### src/rtl/regbank_sb.sv
// Register bank with per-register pending (scoreboard) bits for in-order issue.
// Reservations mark a producer in flight; the retiring write clears the mark.
module regbank_sb #(
  parameter int DATA_W  = 16,
  parameter int ADDR_W  = 3,
  parameter bit ZERO_R0 = 1'b0,
  parameter bit BYPASS  = 1'b1
) (
  input  logic              clk,
  input  logic              reset,
  input  logic              write,
  input  logic [ADDR_W-1:0] dr,
  input  logic [DATA_W-1:0] wrData,
  input  logic [ADDR_W-1:0] sr1,
  input  logic [ADDR_W-1:0] sr2,
  output logic [DATA_W-1:0] rdData1,
  output logic [DATA_W-1:0] rdData2,
  input  logic              rsv,
  input  logic [ADDR_W-1:0] rsv_dr,
  output logic              busy1,
  output logic              busy2,
  output logic              rsv_err,
  output logic [ADDR_W:0]   pend_cnt,
  output logic              all_idle
);

  localparam int NREG = 2 ** ADDR_W;

  logic [DATA_W-1:0] regs [NREG];
  logic [NREG-1:0]   pend;
  logic [NREG-1:0]   pend_nxt;
  logic              wr_en;
  logic              rsv_en;
  logic              rsv_err_nxt;
  logic              fwd1, fwd2;
  logic              zr1, zr2;

  function automatic logic [ADDR_W:0] popcount(input logic [NREG-1:0] v);
    logic [ADDR_W:0] c;
    c = '0;
    for (int i = 0; i < NREG; i++) begin
      c = c + {{ADDR_W{1'b0}}, v[i]};
    end
    return c;
  endfunction

  // Register 0 is hardwired when ZERO_R0 is set, so writes and reservations to it vanish.
  assign wr_en  = write && !(ZERO_R0 && (dr == '0));
  assign rsv_en = rsv && !(ZERO_R0 && (rsv_dr == '0));

  // Clear first, then set: a same-cycle write+rsv to one register leaves it pending.
  always_comb begin
    pend_nxt = pend;
    if (wr_en) begin
      pend_nxt[dr] = 1'b0;
    end
    if (rsv_en) begin
      pend_nxt[rsv_dr] = 1'b1;
    end
  end

  assign rsv_err_nxt = rsv_en && pend[rsv_dr] && !(wr_en && (dr == rsv_dr));

  always_ff @(posedge clk) begin
    if (!reset) begin
      for (int i = 0; i < NREG; i++) begin
        regs[i] <= '0;
      end
      pend     <= '0;
      rsv_err  <= 1'b0;
      pend_cnt <= '0;
    end else begin
      if (wr_en) begin
        regs[dr] <= wrData;
      end
      pend     <= pend_nxt;
      rsv_err  <= rsv_err_nxt;
      pend_cnt <= popcount(pend_nxt);
    end
  end

  assign all_idle = (pend_cnt == '0);

  // Forwarding is suppressed while in reset so the read ports settle to zero.
  assign fwd1 = BYPASS && reset && wr_en && (dr == sr1);
  assign fwd2 = BYPASS && reset && wr_en && (dr == sr2);
  assign zr1  = ZERO_R0 && (sr1 == '0);
  assign zr2  = ZERO_R0 && (sr2 == '0);

  assign rdData1 = zr1 ? '0 : (fwd1 ? wrData : regs[sr1]);
  assign rdData2 = zr2 ? '0 : (fwd2 ? wrData : regs[sr2]);
  assign busy1   = pend[sr1] && !fwd1 && !zr1;
  assign busy2   = pend[sr2] && !fwd2 && !zr2;

endmodule

### config.mk
export PLATFORM = sky130hd
export DESIGN_NAME = regbank_sb
export DESIGN_NICKNAME = d
export VERILOG_FILES = /design/src/rtl/regbank_sb.sv
export SDC_FILE = /design/constraint.sdc
export NUM_CORES = 1
export LEC_CHECK = 0
export CORE_ASPECT_RATIO = 0.8
export CORE_MARGIN = 5
export CORE_UTILIZATION = 59
export DETAILED_ROUTE_END_ITERATION = 10
export HOLD_SLACK_MARGIN = 0.15
export MAX_ROUTING_LAYER = met4
export PLACE_DENSITY = 0.78
export REMOVE_ABC_BUFFERS = 1
export SLEW_MARGIN = 25
export SYNTH_ARGS = -nofsm -noshare
export SYNTH_HDL_FRONTEND = slang
export SYNTH_SLANG_ARGS = --single-unit
### constraint.sdc
create_clock -name clk -period 4.38 [get_ports clk]
set_input_delay 0.438 -clock clk [delete_from_list [all_inputs] [get_ports clk]]
set_output_delay 0.438 -clock clk [all_outputs]
set_load 0.005 [all_outputs]
Word level (Yosys, flattened, before mapping)
Memories as Yosys holds them, arrays and structs flattened.
Cells that the tools add are included.
{"block": "word_totals", "ff_bits": 13, "mem_bits_rw": 128, "input_bits": 32, "out_inout_bits": 40, "wordCells": 59, "n_memories": 1}
{"name": "regs", "words": 8, "width": 16, "read_ports": 2, "rd_ports_with_merged_regs": 0, "write_ports": 8, "line": "29", "source": "logic [DATA_W-1:0] regs [NREG];"}
{"block": "op_classes", "addsub": 7, "order_cmp": 6, "n_eq_ne": 3, "mux": 21, "bitwise_logic": 3, "reduce_logical": 15}
{"op": "$mux W16", "count": 3}
{"op": "$add A4 B1 Y4", "count": 4}
{"op": "$lt A3 B4 Y1 const B", "count": 4}
{"op": "$mux W8", "count": 2}
{"op": "$reduce_or A16 Y1", "count": 1}
{"op": "$logic_and A1 B1 Y1", "count": 10}
{"op": "$mux W1", "count": 10}
{"op": "$bmux W1 S3", "count": 3}
{"op": "$eq A3 B3 Y1", "count": 3}
{"op": "$and A8 B8 Y8", "count": 1}
{"op": "$not A8 Y8", "count": 1}
{"op": "$or A8 B8 Y8", "count": 1}
{"op": "$demux W1 S3", "count": 2}
{"op": "$ge A3 B1 Y1 const B", "count": 2}
{"op": "$add A3 B1 Y4", "count": 1}
{"op": "$logic_not A4 Y1", "count": 1}
{"op": "$add A2 B1 Y3", "count": 1}
{"op": "$logic_not A1 Y1", "count": 3}
{"op": "$mux W3", "count": 1}
{"op": "$add A1 B1 Y2", "count": 1}

Longest topological paths before layout
Gate-level depths: netlist of the first run.
{"block": "logic_depth", "depth_word": 16, "mapped_depth": 14, "mapped_depth_nobuf": 13}

Worst setup path before layout of the first run
No wires, ideal clock.
{"block": "synth_path", "kind": "input-to-reg", "start": "in write", "end": "reg pend_cnt[2]", "setup_time_ns": 0.115, "arrival_ns": 3.720, "required_time_ns": 4.265, "slack_ns": 0.545, "cell_stages": 13, "n_path_buf": 1, "cell_sequence": "clkbuf_1 or4b_1 a22o_1 fa_1 inv_1 fa_1 fa_1 inv_1 ha_1 inv_1 fa_1 xnor2_1 and2_1"}
{"block": "synth_via", "elab_chain_cells": 10}
{"element": "start: declaration", "line": "11", "source": "input logic write,"}
{"element": "$mux W8 *", "line": "54", "source": "if (wr_en) begin"}
{"element": "$or A8 B8 Y8 (no source line)"}
{"element": "$mux W8 *", "line": "57", "source": "if (rsv_en) begin"}
{"element": "named net pend_nxt[0]", "line": "31", "source": "logic [NREG-1:0] pend_nxt;"}
{"element": "$add A1 B1 Y2 *", "line": "42", "source": "c = c + {{ADDR_W{1'b0}}, v[i]};"}
{"element": "$add A2 B1 Y3 *", "line": "42"}
{"element": "$add A3 B1 Y4 *", "line": "42"}
{"element": "$add A4 B1 Y4 * (4 in a row)", "line": "42"}
{"element": "end signal: assignment", "line": "78", "source": "pend_cnt <= popcount(pend_nxt);"}
{"element": "end: declaration", "line": "23", "source": "output logic [ADDR_W:0] pend_cnt,"}
The timed path passes the listed nets; every way through them passes the cells marked *.
A chain may end at the register's enable or synchronous reset.

Final worst setup path of the first run
{"block": "layout_path", "start": "in dr[0]", "end": "reg pend_cnt[2]"}
{"block": "layout_via", "elab_chain_cells": 16, "word_cells_on_any_way": 17, "cone_classes": "add/sub: 7; order compare: 2; mux: 4; bitwise: 3; reduce/logical: 1"}
{"element": "start: declaration", "line": "12", "source": "input logic [ADDR_W-1:0] dr,"}
{"element": "$lt A3 B4 Y1 (implied by the code) / $ge A3 B1 Y1 (equally long branches)", "line": "55", "source": "pend_nxt[dr] = 1'b0;"}
{"element": "$logic_and A1 B1 Y1 (implied by the code)", "line": "55"}
{"element": "$mux W1 (implied by the code)", "line": "55"}
{"element": "$demux W1 S3 *", "line": "55"}
{"element": "$not A8 Y8 (no source line) *"}
{"element": "$and A8 B8 Y8 (no source line) *"}
{"element": "$mux W8 *", "line": "54"}
{"element": "$or A8 B8 Y8 (no source line)"}
{"element": "$mux W8 *", "line": "57"}
{"element": "named net pend_nxt[0]", "line": "31"}
{"element": "$add A1 B1 Y2 *", "line": "42"}
{"element": "$add A2 B1 Y3 *", "line": "42"}
{"element": "$add A3 B1 Y4 *", "line": "42"}
{"element": "$add A4 B1 Y4 * (4 in a row)", "line": "42"}
Marked as above.

==> run_results.csv, run 1 <==
group,metric,value,unit
routing,drtIter0Drc,533,
layout,syn_to_final_growth,18.2,%
pwr,p_per_area,370,nW/um^2
critical_path,cp-end-kind,"flop",
pwr,combPwrFrac,16.4,%
layout,antenna_cells,0,
clock_network,post-cts-setup-buffers,0,
sta,slew_headroom,30.5,%
grt,grt_max_degree,36,
clock_network,clockBufferDepth,2,
sta,setup_viol,0,
pwr,p_seq_share,44.7,%
place,portBuffers,71,
routing,ant_nets,0,
routing,vias,5024,
yosys,synth_edf_count,128,
sta,hold_ws,0.579,ns
yosys,synth_area_leader_cell,"edfxtp_1",
yosys,synthTopCellsByArea,"edfxtp_1, mux4_2, and2_1",
die,start_util,60.2,%
yosys,synth_async_sr_flop_share,0,%
run_status,status,"finished clean",
sta,worst_pin_slew,1.04,ns
critical_path,critPathArrivalTime,4.18,ns
critical_path,required,4.70,ns
grt,grt_pass1_wl,31500,microns
pwr,swShare,23.0,%
place,dpl.hpwl,12800,microns
pwr,clockPowerShare,38.9,%
die,core,13600,sq um
clock_network,cts-resized-gates,0,
routing,wl_per_cell,25.4,microns
job,max_cap_violations,0,
routing,drc,0,
sta,hold_viol_final,0,
pwr,p_leak,0.00352,uW
critical_path,critPathKind,"input pin to flop",
sta,fin_crit,3.87,ns
grt,grt_pass1_vias,5324,
die,die_w,142,microns
yosys,yosysSeqAreaShare,50.1,%
clock_network,path_clk_slew,0.06,ns
clock_network,numCtsBuffers,17,
pwr,power.switching,823,uW
worst_hold_path,hold_path_class,"flop to flop",
die,die_y,115,microns
clock_network,hold_buffers,0,
yosys,ys_seq_elements,141,
yosys,ys_types,42,
critical_path,setup.worst_path.start_class,"input pin",
yosys,yosys-top-cells-count,"and2_1, edfxtp_1, mux4_2",
routing,vias_per_cell,6.24,
die,die_area,16400,sq um
grt,grt_util_all_layers,27.4,%
sta,final_max_slew_viol_count,0,
worst_hold_path,whs_path_depth,2,
clock_network,cts.sinks,141,
place,place.gp.congestion,0.884,
routing,wl,20500,microns
sta,rsz0062_at_grt,"no",
yosys,yosysMostFrequentCell,"and2_1",
grt,antenna_found_initial,0,
yosys,yosysWarnings,0,
yosys,netlist_instances,537,
sta,fin_crit_sh,88.3,%
yosys,synthFlopType,"edfxtp_1",
layout,drive_above_1_share,30.2,%
die,io_pins,72,
critical_path,r2r_cells,12,
yosys,synth_top_area_share,46.9,%
clock_network,cts_tree,"built",
clock_network,cts_htree_levels,4,
pwr,internal-power,2760,uW
routing,drt_pass1_iterations,5,
pwr,ir_drop,283,uV
yosys,syn-cell-area,8190,sq um
die,rows,38,
clock_network,clock_latency,0.42,ns
clock_network,cts_root_buffer,"clkbuf_16",
yosys,avgSynthCellArea,15.2,sq um
grt,grt_overflow,0,
sta,maxClockFrequency,259,MHz
sta,skew,0.00660,ns
sta,tns,0,ns
layout,nets,651,
critical_path,worstPathMaxFanout,2,
[stage by stage]
step	std cells	total power, uW	area (sq um)	setup slack, ns	util [%]
3_5_place_dp	773	2220	9090	0.107	66.8
2_1_floorplan	496	1910	7940	0.730	-
4_1_cts	805	3600	9680	0.514	71.2
5_1_grt	805	3720	9680	0.374	71.2
6_report	805	3580	9680	0.513	71.2
3_3_place_gp	773	2190	9080	0.155	66.8
[worst paths after layout]
kind / from / end / slack, ns
setup / recovery: dr[0] / pend_cnt[2] / 0.51
hold reg to reg: pend[2] / pend[2] / 0.58
setup reg to reg: pend[3] / pend_cnt[2] / 1.17
hold / removal: pend[2] / pend[2] / 0.58
[power by group through the flow]
stage / sequential, uW / clock (uW) / combinational [uW]
6_report: 1600 / 1390 / 587
5_1_grt: 1610 / 1480 / 626
4_1_cts: 1600 / 1410 / 593
3_5_place_dp: 1630 / 0 / 588
3_3_place_gp: 1620 / 0 / 577
2_1_floorplan: 1610 / 0 / 300
[metal layers]
layer | wire length (microns) | track usage, % | vias to the layer above
met4 | 362 | 9.27 | 0
met5 | 0 | - | -
li1 | - | - | 2200
met2 | 10100 | 43.0 | 239
met1 | 8240 | 35.3 | 2546
met3 | 1760 | 6.90 | 39
[layout make-up]
type                            count  area, sq um
Fill cell                         928         3920
Timing Repair Buffer               97          921
Clock inverter                      7         47.5
Inverter                            6         22.5
Sequential cell                   141         4100
Clock buffer                       25          539
Multi-Input combinational cell    349         3820
Tap cell                          180          225
[sequential cells by signal, summed over array words and instances (netlist names)]
signal    count
regs        128
pend          8
pend_cnt      4
rsv_err       1
[layout by cell type, fill, tap and decap left out, drive strengths merged]
cell type / netlist / routed
a21boi: 2 / 2
a21oi: 2 / 2
a22o: 1 / 1
a22oi: 1 / 1
a311oi: 1 / 1
a32o: 1 / 1
a32oi: 2 / 2
and2: 134 / 134
and4: 1 / 1
buf: 21 / 28
clkbuf: 20 / 25
clkdlybuf4s50: 0 / 69
clkinv: 0 / 6
dfxtp: 13 / 13
edfxtp: 128 / 128
fa: 4 / 4
ha: 3 / 3
inv: 6 / 7
mux2: 66 / 66
mux2i: 1 / 1
mux4: 70 / 70
nand2: 12 / 12
nand2b: 3 / 3
nand3: 1 / 1
nand3b: 2 / 2
nand4: 1 / 1
nand4b: 3 / 3
nand4bb: 2 / 2
nor2: 9 / 9
nor2b: 7 / 7
nor3: 2 / 2
nor4: 1 / 1
o21ai: 4 / 4
or4: 2 / 2
or4b: 1 / 1
xnor2: 2 / 2
xor2: 8 / 8
[logic make-up (layout without fill, tap and decap cells)]
kind of cell	after synthesis	in the layout	synth area share [%]
AOI/OAI and AO/OA	14	14	1.19
xor gates and xnor gates	10	10	1.07
adders and majority gates	7	7	1.44
buffers and inverters	47	135	3.38
DFF	141	141	50.1
muxes	137	137	29.3
and+or+nand+nor	181	181	13.5
[worst max-delay path: stages]
cell and delay [ns]:
clkdlybuf4s50_1 0.43, or4b_1 0.59, a22o_1 0.24, fa_1 0.55
inv_1 0.05, fa_1 0.47, fa_1 0.47, inv_1 0.07
ha_1 0.17, inv_1 0.06, fa_1 0.37, xnor2_1 0.13
and2_1 0.15
Note: power is estimated with default switching activity, not from simulation.
==> run 2, diff against run 1 <==
--- a/config.mk
+++ b/config.mk
@@ -5,6 +5,7 @@
 export SDC_FILE = /design/constraint.sdc
 export NUM_CORES = 1
 export LEC_CHECK = 0
+export CAP_MARGIN = 5
 export CORE_ASPECT_RATIO = 0.8
 export CORE_MARGIN = 5
 export CORE_UTILIZATION = 59
==> results of run 2 <==
Final layout, timing and power as in run 1 (identical DEF).
